File: config.mk
export PLATFORM = sky130hd
export DESIGN_NAME = display_scan_ctrl_flat
export DESIGN_NICKNAME = d
export VERILOG_FILES = /design/src/rtl/display_scan_ctrl_if.sv /design/src/rtl/display_scan_ctrl.sv /design/src/flat_wrapper.sv
export SDC_FILE = /design/constraint.sdc
export NUM_CORES = 1
export LEC_CHECK = 0
export ABC_CLOCK_PERIOD_IN_PS = 2000
export BUFFER_PORTS_ARGS = -buffer_cell sky130_fd_sc_hd__buf_4
export CAP_MARGIN = 20
export CORE_ASPECT_RATIO = 1.25
export CORE_MARGIN = 1.5
export CORE_UTILIZATION = 25
export DETAILED_ROUTE_END_ITERATION = 10
export PLACE_DENSITY = 0.44
export SKIP_LAST_GASP = 1
export SYNTH_ARGS = -nofsm -noshare
export SYNTH_HDL_FRONTEND = slang
export SYNTH_SLANG_ARGS = --single-unit
File: constraint.sdc
create_clock -name Clock -period 2 [get_ports Clock]
set_clock_uncertainty 0.05 [all_clocks]
set_input_delay 0.1 -clock Clock [delete_from_list [all_inputs] [get_ports Clock]]
set_output_delay 0.1 -clock Clock [all_outputs]
set_load 0.05 [all_outputs]
File: src/rtl/display_scan_ctrl_if.sv
// Load handshake between the value source and display_scan_ctrl.
// The master drives Valor/Carrega; the slave reports Ocupado/Estouro.
interface display_scan_ctrl_if #(
    parameter int DATA_W = 14
);
    logic [DATA_W-1:0] Valor;
    logic              Carrega;
    logic              Ocupado;
    logic              Estouro;

    modport master (
        output Valor,
        output Carrega,
        input  Ocupado,
        input  Estouro
    );

    modport slave (
        input  Valor,
        input  Carrega,
        output Ocupado,
        output Estouro
    );
endinterface

File: src/rtl/display_scan_ctrl.sv
// Serial binary-to-BCD loader and multiplexed 7-segment digit scanner.
// LEADING_ZERO_BLANK_EN: blank leading zero digits at commit.
module display_scan_ctrl #(
    parameter int NUM_DIGITS = 4,
    parameter int DATA_W     = 14,
    parameter int SCAN_DIV   = 50000
) (
    input  logic                  Clock,
    input  logic                  Reset,
    display_scan_ctrl_if.slave    ld,
    output logic [3:0]            Bcd_out,
    output logic [NUM_DIGITS-1:0] Anodos
);

    function automatic int ndig(input int w);
        longint v;
        int     n;
        v = (longint'(1) << w) - 1;
        n = 1;
        while (v >= 10) begin
            v = v / 10;
            n++;
        end
        return n;
    endfunction

    function automatic logic [63:0] pow10(input int n);
        logic [63:0] p;
        p = 64'd1;
        for (int i = 0; i < n; i++) p = p * 64'd10;
        return p;
    endfunction

    localparam int          NB    = ndig(DATA_W);
    localparam logic [63:0] LIMIT = pow10(NUM_DIGITS);
    localparam int          CW    = $clog2(DATA_W + 1);
    localparam int          PW    = (SCAN_DIV > 1) ? $clog2(SCAN_DIV) : 1;
    localparam int          IW    = (NUM_DIGITS > 1) ? $clog2(NUM_DIGITS) : 1;

    typedef enum logic [1:0] {IDLE, CONV, COMMIT} state_t;

    state_t                      state;
    logic [DATA_W-1:0]           sh;
    logic [4*NB-1:0]             bcd;
    logic [4*NB-1:0]             adj;
    logic [CW-1:0]               cnt;
    logic                        ovf;
    logic [PW-1:0]               presc;
    logic [IW-1:0]               idx;
    logic [IW-1:0]               idx_nxt;
    logic                        tc;
    logic [3:0]                  dig_q   [NUM_DIGITS];
    logic [3:0]                  dig_nxt [NUM_DIGITS];
    logic [3:0]                  res     [NUM_DIGITS];
    logic [4*(NB+NUM_DIGITS)-1:0] bcd_w;
`ifdef LEADING_ZERO_BLANK_EN
    logic                        lead;
`endif

    // Zero-extend so digits beyond the accumulator width read as 0.
    assign bcd_w = {{(4*NUM_DIGITS){1'b0}}, bcd};
    assign tc    = (presc == PW'(SCAN_DIV - 1));

    always_comb begin
        adj = bcd;
        for (int i = 0; i < NB; i++) begin
            if (bcd[4*i +: 4] >= 4'd5) adj[4*i +: 4] = bcd[4*i +: 4] + 4'd3;
        end
    end

    always_comb begin
`ifdef LEADING_ZERO_BLANK_EN
        lead = 1'b1;
`endif
        for (int i = NUM_DIGITS - 1; i >= 0; i--) begin
            res[i] = bcd_w[4*i +: 4];
`ifdef LEADING_ZERO_BLANK_EN
            if (lead && res[i] == 4'h0 && i != 0) res[i] = 4'hF;
            else if (res[i] != 4'h0) lead = 1'b0;
`endif
        end
    end

    // Next digit contents feed Bcd_out so a commit shows up without delay.
    always_comb begin
        for (int i = 0; i < NUM_DIGITS; i++) begin
            dig_nxt[i] = dig_q[i];
            if (state == COMMIT) dig_nxt[i] = ovf ? 4'hF : res[i];
        end
    end

    always_comb begin
        idx_nxt = idx;
        if (tc) idx_nxt = (idx == IW'(NUM_DIGITS - 1)) ? '0 : idx + 1'b1;
    end

    always_ff @(posedge Clock) begin
        if (Reset) begin
            state      <= IDLE;
            sh         <= '0;
            bcd        <= '0;
            cnt        <= '0;
            ovf        <= 1'b0;
            ld.Ocupado <= 1'b0;
            ld.Estouro <= 1'b0;
            presc      <= '0;
            idx        <= '0;
            Bcd_out    <= 4'hF;
            Anodos     <= ~NUM_DIGITS'(1);
            for (int i = 0; i < NUM_DIGITS; i++) dig_q[i] <= 4'hF;
        end else begin
            presc   <= tc ? '0 : presc + 1'b1;
            idx     <= idx_nxt;
            Anodos  <= ~(NUM_DIGITS'(1) << idx_nxt);
            Bcd_out <= dig_nxt[idx_nxt];
            for (int i = 0; i < NUM_DIGITS; i++) dig_q[i] <= dig_nxt[i];
            unique case (state)
                IDLE: begin
                    if (ld.Carrega) begin
                        sh         <= ld.Valor;
                        bcd        <= '0;
                        cnt        <= '0;
                        ovf        <= (64'(ld.Valor) >= LIMIT);
                        ld.Ocupado <= 1'b1;
                        state      <= CONV;
                    end
                end
                CONV: begin
                    {bcd, sh} <= {adj, sh} << 1;
                    cnt       <= cnt + 1'b1;
                    if (cnt == CW'(DATA_W - 1)) state <= COMMIT;
                end
                COMMIT: begin
                    ld.Estouro <= ovf;
                    ld.Ocupado <= 1'b0;
                    state      <= IDLE;
                end
                default: state <= IDLE;
            endcase
        end
    end

endmodule

File: src/flat_wrapper.sv
// flat-port wrapper written by rule: the top's interface ports become plain ports
module display_scan_ctrl_flat 
#(
    parameter int NUM_DIGITS = 4,
    parameter int DATA_W     = 14,
    parameter int SCAN_DIV   = 50000
)
  (Clock, Reset, Bcd_out, Anodos, ld_Valor, ld_Carrega, ld_Ocupado, ld_Estouro);
  display_scan_ctrl_if #(.DATA_W(DATA_W)) ld_i ();
  input  logic Clock;
  input  logic Reset;
  output logic [3:0] Bcd_out;
  output logic [NUM_DIGITS-1:0] Anodos;
  input wire logic [$bits(ld_i.Valor)-1:0] ld_Valor;
  input wire logic [$bits(ld_i.Carrega)-1:0] ld_Carrega;
  output wire logic [$bits(ld_i.Ocupado)-1:0] ld_Ocupado;
  output wire logic [$bits(ld_i.Estouro)-1:0] ld_Estouro;
  assign ld_i.Valor = ld_Valor;
  assign ld_i.Carrega = ld_Carrega;
  assign ld_Ocupado = ld_i.Ocupado;
  assign ld_Estouro = ld_i.Estouro;
  display_scan_ctrl #(.NUM_DIGITS(NUM_DIGITS), .DATA_W(DATA_W), .SCAN_DIV(SCAN_DIV)) u_core (.Clock(Clock), .Reset(Reset), .ld(ld_i), .Bcd_out(Bcd_out), .Anodos(Anodos));
endmodule
## Word-level counts from Yosys, hierarchy flattened

Memories as Yosys holds them, arrays and structs flattened.
Cells that the tools add are included.

| operators by class | value |
|---|---|
| reduce and logical (&&, ||, !) cells | 8 |
| bitwise logic cells | 6 |
| order comparisons | 7 |
| shift-type cells | 1 |
| multiply operators | 0 |
| muxes and demuxes | 36 |
| $add $sub $neg | 8 |
| divide/modulo/power cells | 0 |
| eq/ne operators | 7 |

Operators with widths:

| kind | count |
|---|---|
| 4-bit 2-to-1 mux | 19 |
| 20-bit case mux with 2 select lines | 1 |
| 14-bit case mux with 2 select lines | 1 |
| 4-bit by 3-bit >= comparator with 1-bit output, second input constant | 5 |
| 20-bit 2-to-1 mux | 1 |
| 16-bit by 1-bit adder with 16-bit output, second input constant | 1 |
| 4-bit by 2-bit adder with 4-bit output, second input constant | 4 |
| 16-bit == test, second input constant | 1 |
| 14-bit >= comparator, second input constant | 1 |
| 14-bit 2-to-1 mux | 1 |
| 4-bit binary-select mux with 2-bit select | 1 |
| 2-bit 2-to-1 mux | 4 |
| 4-bit case mux with 2 select lines | 1 |
| 2-bit AND reduction | 4 |
| 4-bit by 1-bit adder with 4-bit output, second input constant | 1 |
| 2-bit == test, second input constant | 2 |
| 4-bit == test, second input constant | 1 |
| 1-bit 2-to-1 mux | 4 |
| 4-bit NOT | 1 |
| 1-bit OR | 4 |
| 2-bit case mux with 2 select lines | 1 |
| 2-bit nonzero test | 2 |
| 1-bit by 2-bit left shift with 4-bit output, first input constant | 1 |
| 3-bit by 2-bit adder with 3-bit output, second input constant | 1 |
| 10 further kinds | 10 |

| word-level totals | value |
|---|---|
| input bits | 17 |
| word-level logic and storage cells | 85 |
| bits in writable memories | 16 |
| bits in latches | 0 |
| register bits after elaboration | 69 |
| output and inout bits | 10 |
| ROM bits | 0 |
| memories | 1 |

Memory list:

| name | words | bits a word | read ports | clocked after memory_dff | wr ports | RTL line | RTL |
|---|---|---|---|---|---|---|---|
| u_core.dig_q | 4 | 4 | 4 | 0 | 4 | display_scan_ctrl.sv:52 | `logic [3:0] dig_q [NUM_DIGITS];` |

## Depth between registers and ports, before layout

Gate-level depths: netlist of run 1.

| logic depth | value |
|---|---|
| depth after elaboration | 7 |
| mapped depth | 8 |
| mapped depth without buffers | 7 |

## Least setup slack after synthesis of run 1

Ideal clock, no wire load.

| timing | value |
|---|---|
| path kind | register to register |
| from | register u_core.presc[0] |
| to | register u_core.Bcd_out[3] |
| path buffers | 1 |
| cell stages (with the launch flop) | 8 |
| library setup time | 0.137 ns |
| clock period less this slack | 1.713 ns |
| data required time | 1.813 ns |
| slack | 0.287 ns |
| data arrival time | 1.526 ns |
| cell sequence | dfxtp_1 ha_1 and4b_1 and4_1 mux2i_4 buf_8 mux2i_1 a22oi_1 |

| between the ends | value |
|---|---|
| word-level cells in the longest chain between the ends | 6 |

RTL lines:

| item | RTL line | RTL |
|---|---|---|
| start, declared | display_scan_ctrl.sv:48 | `logic [PW-1:0] presc;` |
| start signal, assigned | display_scan_ctrl.sv:112 | `presc <= tc ? '0 : presc + 1'b1;` |
| 16-bit == test | display_scan_ctrl.sv:62 | `assign tc = (presc == PW'(SCAN_DIV - 1));` |
| 2-bit 2-to-1 mux | display_scan_ctrl.sv:94 | `if (tc) idx_nxt = (idx == IW'(NUM_DIGITS - 1)) ? '0 : idx + 1'b1;` |
| 2-bit NOT with 3-bit output (implied by the code) | display_scan_ctrl.sv:115 | `Bcd_out <= dig_nxt[idx_nxt];` |
| 4-bit binary-select mux with 2-bit select | display_scan_ctrl.sv:115 |  |
| 4-bit 2-to-1 mux (implied by the code) (2 in series) | display_scan_ctrl.sv:115 |  |
| end signal, assigned | display_scan_ctrl.sv:115 |  |
| end, declared | display_scan_ctrl.sv:11 | `output logic [3:0] Bcd_out,` |

Every way passes these cells. The select of a mux whose other input is x is not followed.
A chain may end at the register's enable or synchronous reset.

## Final worst setup path of run 1

| timing | value |
|---|---|
| from | register u_core.presc[0] |
| to | register u_core.Bcd_out[2] |

The elaborated chain is that of the path after synthesis.

==> results of run 1 <==
-- routing by layer --
layer  wire length (um)  global-route usage (%)
met5                  0                       0
met4                180                    5.80
met1               3830                    14.6
met3                333                    2.84
met2               3920                    18.3
-- Yosys cell counts, drive strengths merged (2+ instances only) --
library cell,instances,area [sq um]
nand4,2,12.5
a21oi,22,110
o221ai,7,61.3
mux2i,13,143
nand3,12,60.1
xnor2,13,114
and2,2,12.5
and4bb,2,25.0
nor2,66,248
or2,16,100
and3,5,33.8
nand2,47,176
nand2b,5,31.3
a22oi,15,113
nor3,8,40.0
xor2,8,70.1
o211ai,3,22.5
clkbuf,14,52.6
a21o,5,37.5
inv,15,56.3
o221a,2,22.5
o21ai,31,155
mux2,2,22.5
dfxtp,81,1620
a32oi,3,26.3
a22o,2,17.5
buf,9,67.6
ha,12,150
-- worst max-delay path: cells and delay by family, from the launching register on --
family / cells / cell delay [ns]
and+or+nand+nor: 2 / 0.44
muxes: 2 / 0.38
buffers and inverters: 1 / 0.16
DFF: 1 / 0.33
AOI/OAI and AO/OA: 1 / 0.12
adders and majority gates: 1 / 0.23
-- sequential cells by signal, indices dropped and copies added, names as in the netlist --
signal             count
u_core.Anodos          4
u_core.Bcd_out         4
u_core.bcd            16
u_core.cnt             4
u_core.dig_q          16
u_core.idx             2
u_core.ld.Estouro      1
u_core.ld.Ocupado      1
u_core.ovf             1
u_core.presc          16
u_core.sh             14
u_core.state           2
-- power by group --
group          leakage [nW]  internal, mW  switching, mW  total, mW
Clock                 0.120         0.827          0.623       1.45
Sequential            0.658          1.66         0.0393       1.70
Combinational          1.11         0.105          0.151      0.256
Total                  1.89          2.59          0.813       3.40
-- cell type report --
cell class | count | area (sq um)
timing repair buffer | 48 | 398
fill | 1495 | 9960
sequential | 81 | 1620
clock inverter | 1 | 5.00
inverter | 16 | 60.1
clock buffer | 13 | 240
multi-input combinational | 311 | 1900
tap | 178 | 223
-- cell families after synthesis --
| family | Yosys count | synth area share (%) |
|---|---|---|
| AND/OR/NAND/NOR | 170 | 21.9 |
| AO/OA/AOI/OAI | 93 | 15.9 |
| flip-flops | 81 | 43.8 |
| buffers and inverters | 39 | 4.87 |
| XOR/XNOR | 21 | 4.97 |
| multiplexers | 15 | 4.46 |
| adder cells (fa/ha/maj) | 12 | 4.06 |
-- worst max-delay path by stage --
stage	to	slack, ns	depth (start not counted)
final	u_core.Bcd_out[2]	0.15	7
after global routing	u_core.Bcd_out[2]	0.02	6
after detailed placement	u_core.Bcd_out[2]	0.06	6
after global placement	u_core.Bcd_out[3]	0.09	6
after CTS	u_core.Bcd_out[2]	0.04	6
after floorplan	u_core.Bcd_out[3]	0.29	7
-- repair_timing --
| action | 4_1_cts | 5_1_grt |
|---|---|---|
| hold buffers | 5 | 0 |
| endpoints found under the hold margin | 5 | 0 |
| resized for setup | 0 | 0 |
| setup endpoints to repair | 0 | 4 |
| setup buffers | 0 | 1 |
==> flow_results.xml, run 1 <==
<?xml version="1.0" encoding="UTF-8"?>
<metrics>
  <group name="placed_design">
    <metric name="post_placement_cell_count" unit="">628</metric>
    <metric name="place_worst_setup_slack" unit="ns">0.0608</metric>
    <metric name="placed_area" unit="sq mm">0.00413</metric>
    <metric name="numPortBuffers" unit="">26</metric>
    <metric name="dp.final_hpwl" unit="um">5810</metric>
    <metric name="place_congestion" unit="">0.753</metric>
  </group>
  <group name="drt">
    <metric name="routed-via-count" unit="">3038</metric>
    <metric name="drc_violation_total_after_the_first_tritonroute_iteration" unit="">192</metric>
    <metric name="wire_per_inst" unit="um">12.8</metric>
    <metric name="drtPass1Iterations" unit="">5</metric>
    <metric name="antenna_violating_nets_post_route" unit="">0</metric>
    <metric name="route.detailed.vias_per_inst" unit="">4.69</metric>
    <metric name="drc" unit="">0</metric>
    <metric name="totalWireLength" unit="um">8260</metric>
  </group>
  <group name="floorplan">
    <metric name="initial_utilization" unit="%">25.7</metric>
    <metric name="io-pin-count" unit="">27</metric>
    <metric name="coreArea" unit="sq mm">0.0144</metric>
    <metric name="fp.dieW" unit="um">112</metric>
    <metric name="fp-row-count" unit="">49</metric>
    <metric name="dieArea" unit="sq mm">0.0156</metric>
    <metric name="die_y" unit="um">139</metric>
  </group>
  <group name="worst_hold_path">
    <metric name="worst_hold_check_path_type" unit="">in -&gt; reg</metric>
    <metric name="worst_min_delay_path_endpoint" unit="">u_core.bcd[4]</metric>
    <metric name="hold_path_depth" unit="">2</metric>
    <metric name="hold_start" unit="">Reset</metric>
  </group>
  <group name="clocking">
    <metric name="cts_buffers" unit="">9</metric>
    <metric name="root_buffer" unit="">clkbuf_16</metric>
    <metric name="clock_latency_on_the_worst_skew_pair" unit="ns">0.34</metric>
    <metric name="numClockSinks" unit="">81</metric>
    <metric name="cts_max_level" unit="">3</metric>
    <metric name="cts_tree" unit="">yes</metric>
    <metric name="cts-root-to-sink-buffers" unit="">2</metric>
    <metric name="clkSlewWorstSetupHoldPaths" unit="ns">0.06</metric>
  </group>
  <group name="sta">
    <metric name="setup_violations" unit="">0</metric>
    <metric name="unrepaired_setup_endpoints_after_global_routing" unit="">no</metric>
    <metric name="max_clock_freq" unit="MHz">540</metric>
    <metric name="fin_hold_ws" unit="ns">0.0639</metric>
    <metric name="report.final.slew_viol_count" unit="">0</metric>
    <metric name="setup_slack" unit="ns">0.150</metric>
    <metric name="fin_tns_setup" unit="ns">0</metric>
    <metric name="final.period_utilization" unit="%">92.5</metric>
    <metric name="period_needed" unit="ns">1.85</metric>
    <metric name="worst_slew_margin_rel" unit="%">66.1</metric>
    <metric name="report.final.hold_viol_count" unit="">0</metric>
    <metric name="tightestPinTransition" unit="ns">0.506</metric>
  </group>
  <group name="synthesis">
    <metric name="post_synth_inst_count" unit="">431</metric>
    <metric name="async_reset_ff_share" unit="%">0</metric>
    <metric name="mappedNetlistNets" unit="">460</metric>
    <metric name="synth-edff-count" unit="">0</metric>
    <metric name="ys_ff_latch" unit="">81</metric>
    <metric name="ys.flop_type" unit="">dfxtp_1</metric>
    <metric name="synth.avg_cell_area" unit="sq um">8.59</metric>
    <metric name="ys_types" unit="">46</metric>
    <metric name="yosysWarningCount" unit="">0</metric>
    <metric name="total_standard_cell_area_after_synthesis" unit="sq mm">0.00370</metric>
    <metric name="synth_sequential_area_ratio" unit="%">43.8</metric>
  </group>
  <group name="critical_path">
    <metric name="setup.worst_path.end_class" unit="">flop</metric>
    <metric name="path_cells" unit="">ha_1 &gt; and4b_1 &gt; and4_1 &gt; mux2i_4 &gt; buf_12 &gt; mux2i_1 &gt; a22oi_1</metric>
    <metric name="critPathKind" unit="">reg -&gt; reg</metric>
    <metric name="rrSetupSlack" unit="ns">0.15</metric>
    <metric name="critPathLaunch" unit="">u_core.presc[0]</metric>
    <metric name="rr_startpoint" unit="">u_core.presc[0]</metric>
    <metric name="worst-endpoint-required" unit="ns">2.15</metric>
    <metric name="critical_path.max_fanout" unit="">11</metric>
    <metric name="critical_path.slowest_cell" unit="">dfxtp_1</metric>
    <metric name="worstSetupStartpointType" unit="">flop</metric>
    <metric name="slowest_delay" unit="ns">0.33</metric>
    <metric name="cp.arrival" unit="ns">2.00</metric>
    <metric name="crit-reg2reg-capture" unit="">u_core.Bcd_out[2]</metric>
    <metric name="worstRegToRegCells" unit="">7</metric>
  </group>
  <group name="global_routing">
    <metric name="initial_antenna_violation_count" unit="">0</metric>
    <metric name="grt_pass1_vias" unit="">2959</metric>
    <metric name="globalRoute.totalOverflow" unit="">0</metric>
    <metric name="grt_usage" unit="%">11.6</metric>
    <metric name="grt_start_max_net_pins" unit="">34</metric>
    <metric name="grt_first_pass_wirelength" unit="um">14400</metric>
  </group>
  <group name="final_layout">
    <metric name="finish.cell_count_without_fillers" unit="">648</metric>
    <metric name="antenna_cells" unit="">0</metric>
    <metric name="drive_above_1_share" unit="%">17.2</metric>
    <metric name="finalCoreUtilization" unit="%">30.9</metric>
    <metric name="mostFrequentLayoutCell" unit="">dfxtp_1</metric>
    <metric name="final_area" unit="sq mm">0.00445</metric>
    <metric name="syn_to_final_growth" unit="%">20.1</metric>
    <metric name="nNetsFinal" unit="">496</metric>
    <metric name="most_frequent_cells_in_the_layout" unit="">81 x dfxtp_1, 66 x nor2_1, 47 x nand2_1</metric>
  </group>
  <group name="pwr">
    <metric name="power" unit="mW">3.40</metric>
    <metric name="p_leak" unit="nW">1.89</metric>
    <metric name="power_density" unit="mW/mm^2">765</metric>
    <metric name="worst_vdd_rail_ir_drop" unit="mV">0.381</metric>
  </group>
  <group name="run">
    <metric name="maxCapViolCount" unit="">0</metric>
  </group>
  <group name="outcome">
    <metric name="status" unit="">completed</metric>
  </group>
</metrics>
Power figures use the tool's default switching activity.
==> inputs of run 2 (changes only) <==
Settings changed: ABC_AREA set to 1, PLACE_DENSITY 0.44 to 0.37.
==> run 2 against run 1 <==
Effect of this change: via count grew 8.4%; critical path type unchanged; die area grew 1.7%; synthesized cell count grew 15%; cell area grew 3.0%; fmax grew 8.9%; sequential power is essentially flat; register-to-register slack gained 0.15 ns; highest routed layer unchanged; largest power group unchanged; area after synthesis grew 1.8%; routed wire length grew 13%; final cell count grew 12%; sequential cell count is the same; count of clock-buffer cells in the layout grew 1.
==> flow_results.xml, run 2 <==
<?xml version="1.0" encoding="UTF-8"?>
<metrics>
  <group name="outcome">
    <metric name="status" unit="">completed</metric>
  </group>
  <group name="synthesis">
    <metric name="dominant_combinational_cell_family_by_area_after_synthesis" unit="">simple AND/OR/NAND/NOR gates</metric>
    <metric name="synth_largest_type_area_fraction" unit="%">43.0</metric>
    <metric name="synth_area_leaders" unit="">dfxtp_1 43%, nand2_1 11%, nand3_1 6.2%, a21oi_1 5.6%, inv_1 4.1%</metric>
    <metric name="mappedNetlistNets" unit="">526</metric>
    <metric name="compound_gate_fraction_of_synth_area" unit="%">13.1</metric>
    <metric name="yosys.area_share.adder" unit="%">3.98</metric>
    <metric name="total_standard_cell_area_after_synthesis" unit="sq mm">0.00377</metric>
    <metric name="synth_most_common_cell" unit="">nand2_1</metric>
    <metric name="synth_sequential_area_ratio" unit="%">43.0</metric>
    <metric name="async_reset_ff_share" unit="%">0</metric>
    <metric name="ys_types" unit="">37</metric>
    <metric name="synth_top_cell_by_area" unit="">dfxtp_1</metric>
    <metric name="synth-simple-area-share" unit="%">31.3</metric>
    <metric name="post_synth_inst_count" unit="">497</metric>
    <metric name="yosysWarningCount" unit="">0</metric>
    <metric name="yosys-top-cells-count" unit="">109 x nand2_1, 81 x dfxtp_1, 47 x nand3_1</metric>
    <metric name="synth.mux.area_fraction" unit="%">0</metric>
    <metric name="ys.flop_type" unit="">dfxtp_1</metric>
    <metric name="synth.avg_cell_area" unit="sq um">7.58</metric>
    <metric name="synth-edff-count" unit="">0</metric>
    <metric name="yosys.area_share.xor_xnor" unit="%">1.16</metric>
    <metric name="ys_ff_latch" unit="">81</metric>
  </group>
  <group name="clocking">
    <metric name="cts_setup_buffers" unit="">0</metric>
    <metric name="cts_tree" unit="">yes</metric>
    <metric name="cts-root-to-sink-buffers" unit="">2</metric>
    <metric name="clkSlewWorstSetupHoldPaths" unit="ns">0.06</metric>
    <metric name="cts_max_level" unit="">3</metric>
    <metric name="cts_hold_buffers" unit="">12</metric>
    <metric name="root_buffer" unit="">clkbuf_16</metric>
    <metric name="cts_resized" unit="">0</metric>
    <metric name="cts_buffers" unit="">9</metric>
    <metric name="clock_latency_on_the_worst_skew_pair" unit="ns">0.35</metric>
    <metric name="numClockSinks" unit="">81</metric>
  </group>
  <group name="drt">
    <metric name="totalWireLength" unit="um">9350</metric>
    <metric name="routed-via-count" unit="">3293</metric>
    <metric name="antenna_violating_nets_post_route" unit="">0</metric>
    <metric name="drtPass1Iterations" unit="">6</metric>
    <metric name="route.detailed.vias_per_inst" unit="">4.52</metric>
    <metric name="wire_per_inst" unit="um">12.8</metric>
    <metric name="drc" unit="">0</metric>
    <metric name="drc_violation_total_after_the_first_tritonroute_iteration" unit="">169</metric>
  </group>
  <group name="floorplan">
    <metric name="initial_utilization" unit="%">25.4</metric>
    <metric name="coreArea" unit="sq mm">0.0148</metric>
    <metric name="die_y" unit="um">140</metric>
    <metric name="fp-row-count" unit="">50</metric>
    <metric name="io-pin-count" unit="">27</metric>
    <metric name="fp.dieW" unit="um">113</metric>
    <metric name="dieArea" unit="sq mm">0.0158</metric>
  </group>
  <group name="sta">
    <metric name="period_needed" unit="ns">1.70</metric>
    <metric name="setup_violations" unit="">0</metric>
    <metric name="fin_tns_setup" unit="ns">0</metric>
    <metric name="report.final.slew_viol_count" unit="">0</metric>
    <metric name="max_clock_freq" unit="MHz">588</metric>
    <metric name="setup_slack" unit="ns">0.300</metric>
    <metric name="tightestPinTransition" unit="ns">0.336</metric>
    <metric name="worst_slew_margin_rel" unit="%">77.5</metric>
    <metric name="fin_hold_ws" unit="ns">0.0131</metric>
    <metric name="report.final.hold_viol_count" unit="">0</metric>
    <metric name="final.period_utilization" unit="%">85.0</metric>
    <metric name="unrepaired_setup_endpoints_after_global_routing" unit="">no</metric>
  </group>
  <group name="worst_hold_path">
    <metric name="worst_hold_check_path_type" unit="">in -&gt; reg</metric>
  </group>
  <group name="pwr">
    <metric name="p_leak" unit="nW">1.75</metric>
    <metric name="worst_vdd_rail_ir_drop" unit="mV">0.306</metric>
    <metric name="power" unit="mW">3.51</metric>
    <metric name="power_density" unit="mW/mm^2">767</metric>
  </group>
  <group name="global_routing">
    <metric name="grt_usage" unit="%">13.0</metric>
    <metric name="grt_start_max_net_pins" unit="">30</metric>
    <metric name="initial_antenna_violation_count" unit="">0</metric>
    <metric name="grt_pass1_vias" unit="">3362</metric>
    <metric name="globalRoute.totalOverflow" unit="">0</metric>
    <metric name="grt_first_pass_wirelength" unit="um">16100</metric>
  </group>
  <group name="run">
    <metric name="maxCapViolCount" unit="">0</metric>
  </group>
  <group name="placed_design">
    <metric name="place_congestion" unit="">0.764</metric>
    <metric name="dp.final_hpwl" unit="um">6750</metric>
    <metric name="numPortBuffers" unit="">26</metric>
    <metric name="place_worst_setup_slack" unit="ns">0.306</metric>
    <metric name="post_placement_cell_count" unit="">700</metric>
  </group>
  <group name="critical_path">
    <metric name="cp.arrival" unit="ns">1.86</metric>
    <metric name="critPathKind" unit="">reg -&gt; reg</metric>
    <metric name="crit-reg2reg-capture" unit="">u_core.Bcd_out[0]</metric>
    <metric name="critPathLaunch" unit="">u_core.presc[0]</metric>
    <metric name="rr_startpoint" unit="">u_core.presc[0]</metric>
    <metric name="setup.worst_path.end_class" unit="">flop</metric>
    <metric name="worstSetupStartpointType" unit="">flop</metric>
    <metric name="worst-endpoint-required" unit="ns">2.16</metric>
    <metric name="critical_path.max_fanout" unit="">8</metric>
    <metric name="worstSetupEndpoint" unit="">u_core.Bcd_out[0]</metric>
    <metric name="worstRegToRegCells" unit="">8</metric>
    <metric name="rrSetupSlack" unit="ns">0.30</metric>
  </group>
  <group name="final_layout">
    <metric name="finish.cell_count_without_fillers" unit="">728</metric>
    <metric name="antenna_cells" unit="">0</metric>
    <metric name="mostFrequentLayoutCell" unit="">nand2_1</metric>
    <metric name="syn_to_final_growth" unit="%">21.5</metric>
    <metric name="nNetsFinal" unit="">570</metric>
    <metric name="drive_above_1_share" unit="%">16.5</metric>
    <metric name="most_frequent_cells_in_the_layout" unit="">109 x nand2_1, 81 x dfxtp_1, 47 x nand3_1</metric>
    <metric name="reg.largest.list" unit="">u_core.bcd x16, u_core.dig_q x16, u_core.presc x16</metric>
    <metric name="nFillCells" unit="">1606</metric>
  </group>
</metrics>
==> run 2: cell count changes after synthesis, moves of 8 or more <==
cell and delta:
a21oi_1 +20, mux2i_1 -12, inv_1 +27, o22ai_1 +8
nand3_1 +35, or2_2 -9, xnor2_1 -13, nor2_2 +8
clkbuf_1 -8, o21ai_0 -15, nand2_1 +62, nor2_1 -27
==> run 2: area by class of cell <==
type                            instances  area (sq um)  area share [%]
Clock inverter                          2          12.5           0.273
Clock buffer                           14           264            5.77
Timing Repair Buffer                   49           398            8.69
Multi-Input combinational cell        351          1870            40.7
Sequential cell                        81          1620            35.4
Inverter                               49           190            4.15
Tap cell                              182           228            4.97
==> run 2: kinds of logic (layout without fill, tap and decap cells) <==
group	count (synthesis)	in the layout
AOI/OAI and AO/OA	87	87
adders and majority gates	12	12
xor gates and xnor gates	5	5
and+or+nand+nor	247	247
buffers and inverters	65	114
DFF	81	81
==> run 2: worst max-delay path, stage by stage (launching register included) <==
cell,delay [ns]
dfxtp_1,0.35
ha_1,0.20
nand3_1,0.15
nor2_1,0.17
nand3_1,0.25
nand3_1,0.16
nand2_1,0.07
nand2_1,0.08
nand3_1,0.08
==> run 2: per-layer routing <==
metal | wire length, um | vias up | GRT usage (%)
li1 | - | 1728 | -
met1 | 4370 | 1514 | 15.3
met2 | 4560 | 36 | 22.5
met3 | 234 | 15 | 2.77
met4 | 184 | 0 | 6.06
met5 | 0 | - | 0
==> run 2: how the worst min path moves through the flow <==
stage                       from            end  slack (ns)  cells past startpoint
CTS                 ld_Valor[12]  u_core.sh[12]       0.002                      3
finish              ld_Valor[12]  u_core.sh[12]        0.01                      3
detailed placement   ld_Valor[2]   u_core.sh[2]        0.32                      3
global route        ld_Valor[12]  u_core.sh[12]        0.02                      3
floorplan            ld_Valor[0]   u_core.sh[0]        0.20                      2
global placement     ld_Valor[2]   u_core.sh[2]        0.32                      3
==> run 2: where the power goes <==
group | leakage, nW | switching [mW] | internal, mW | total (mW)
Combinational | 0.956 | 0.158 | 0.104 | 0.263
Clock | 0.133 | 0.664 | 0.909 | 1.57
Sequential | 0.657 | 0.0261 | 1.65 | 1.68
Total | 1.75 | 0.848 | 2.66 | 3.51
==> run 2: stage by stage <==
stage	utilization, %	instance area (sq um)
detailed placement	28.2	4180
global placement	28.2	4180
global route	30.9	4580
finish	30.9	4580
floorplan	-	3770
CTS	30.9	4580
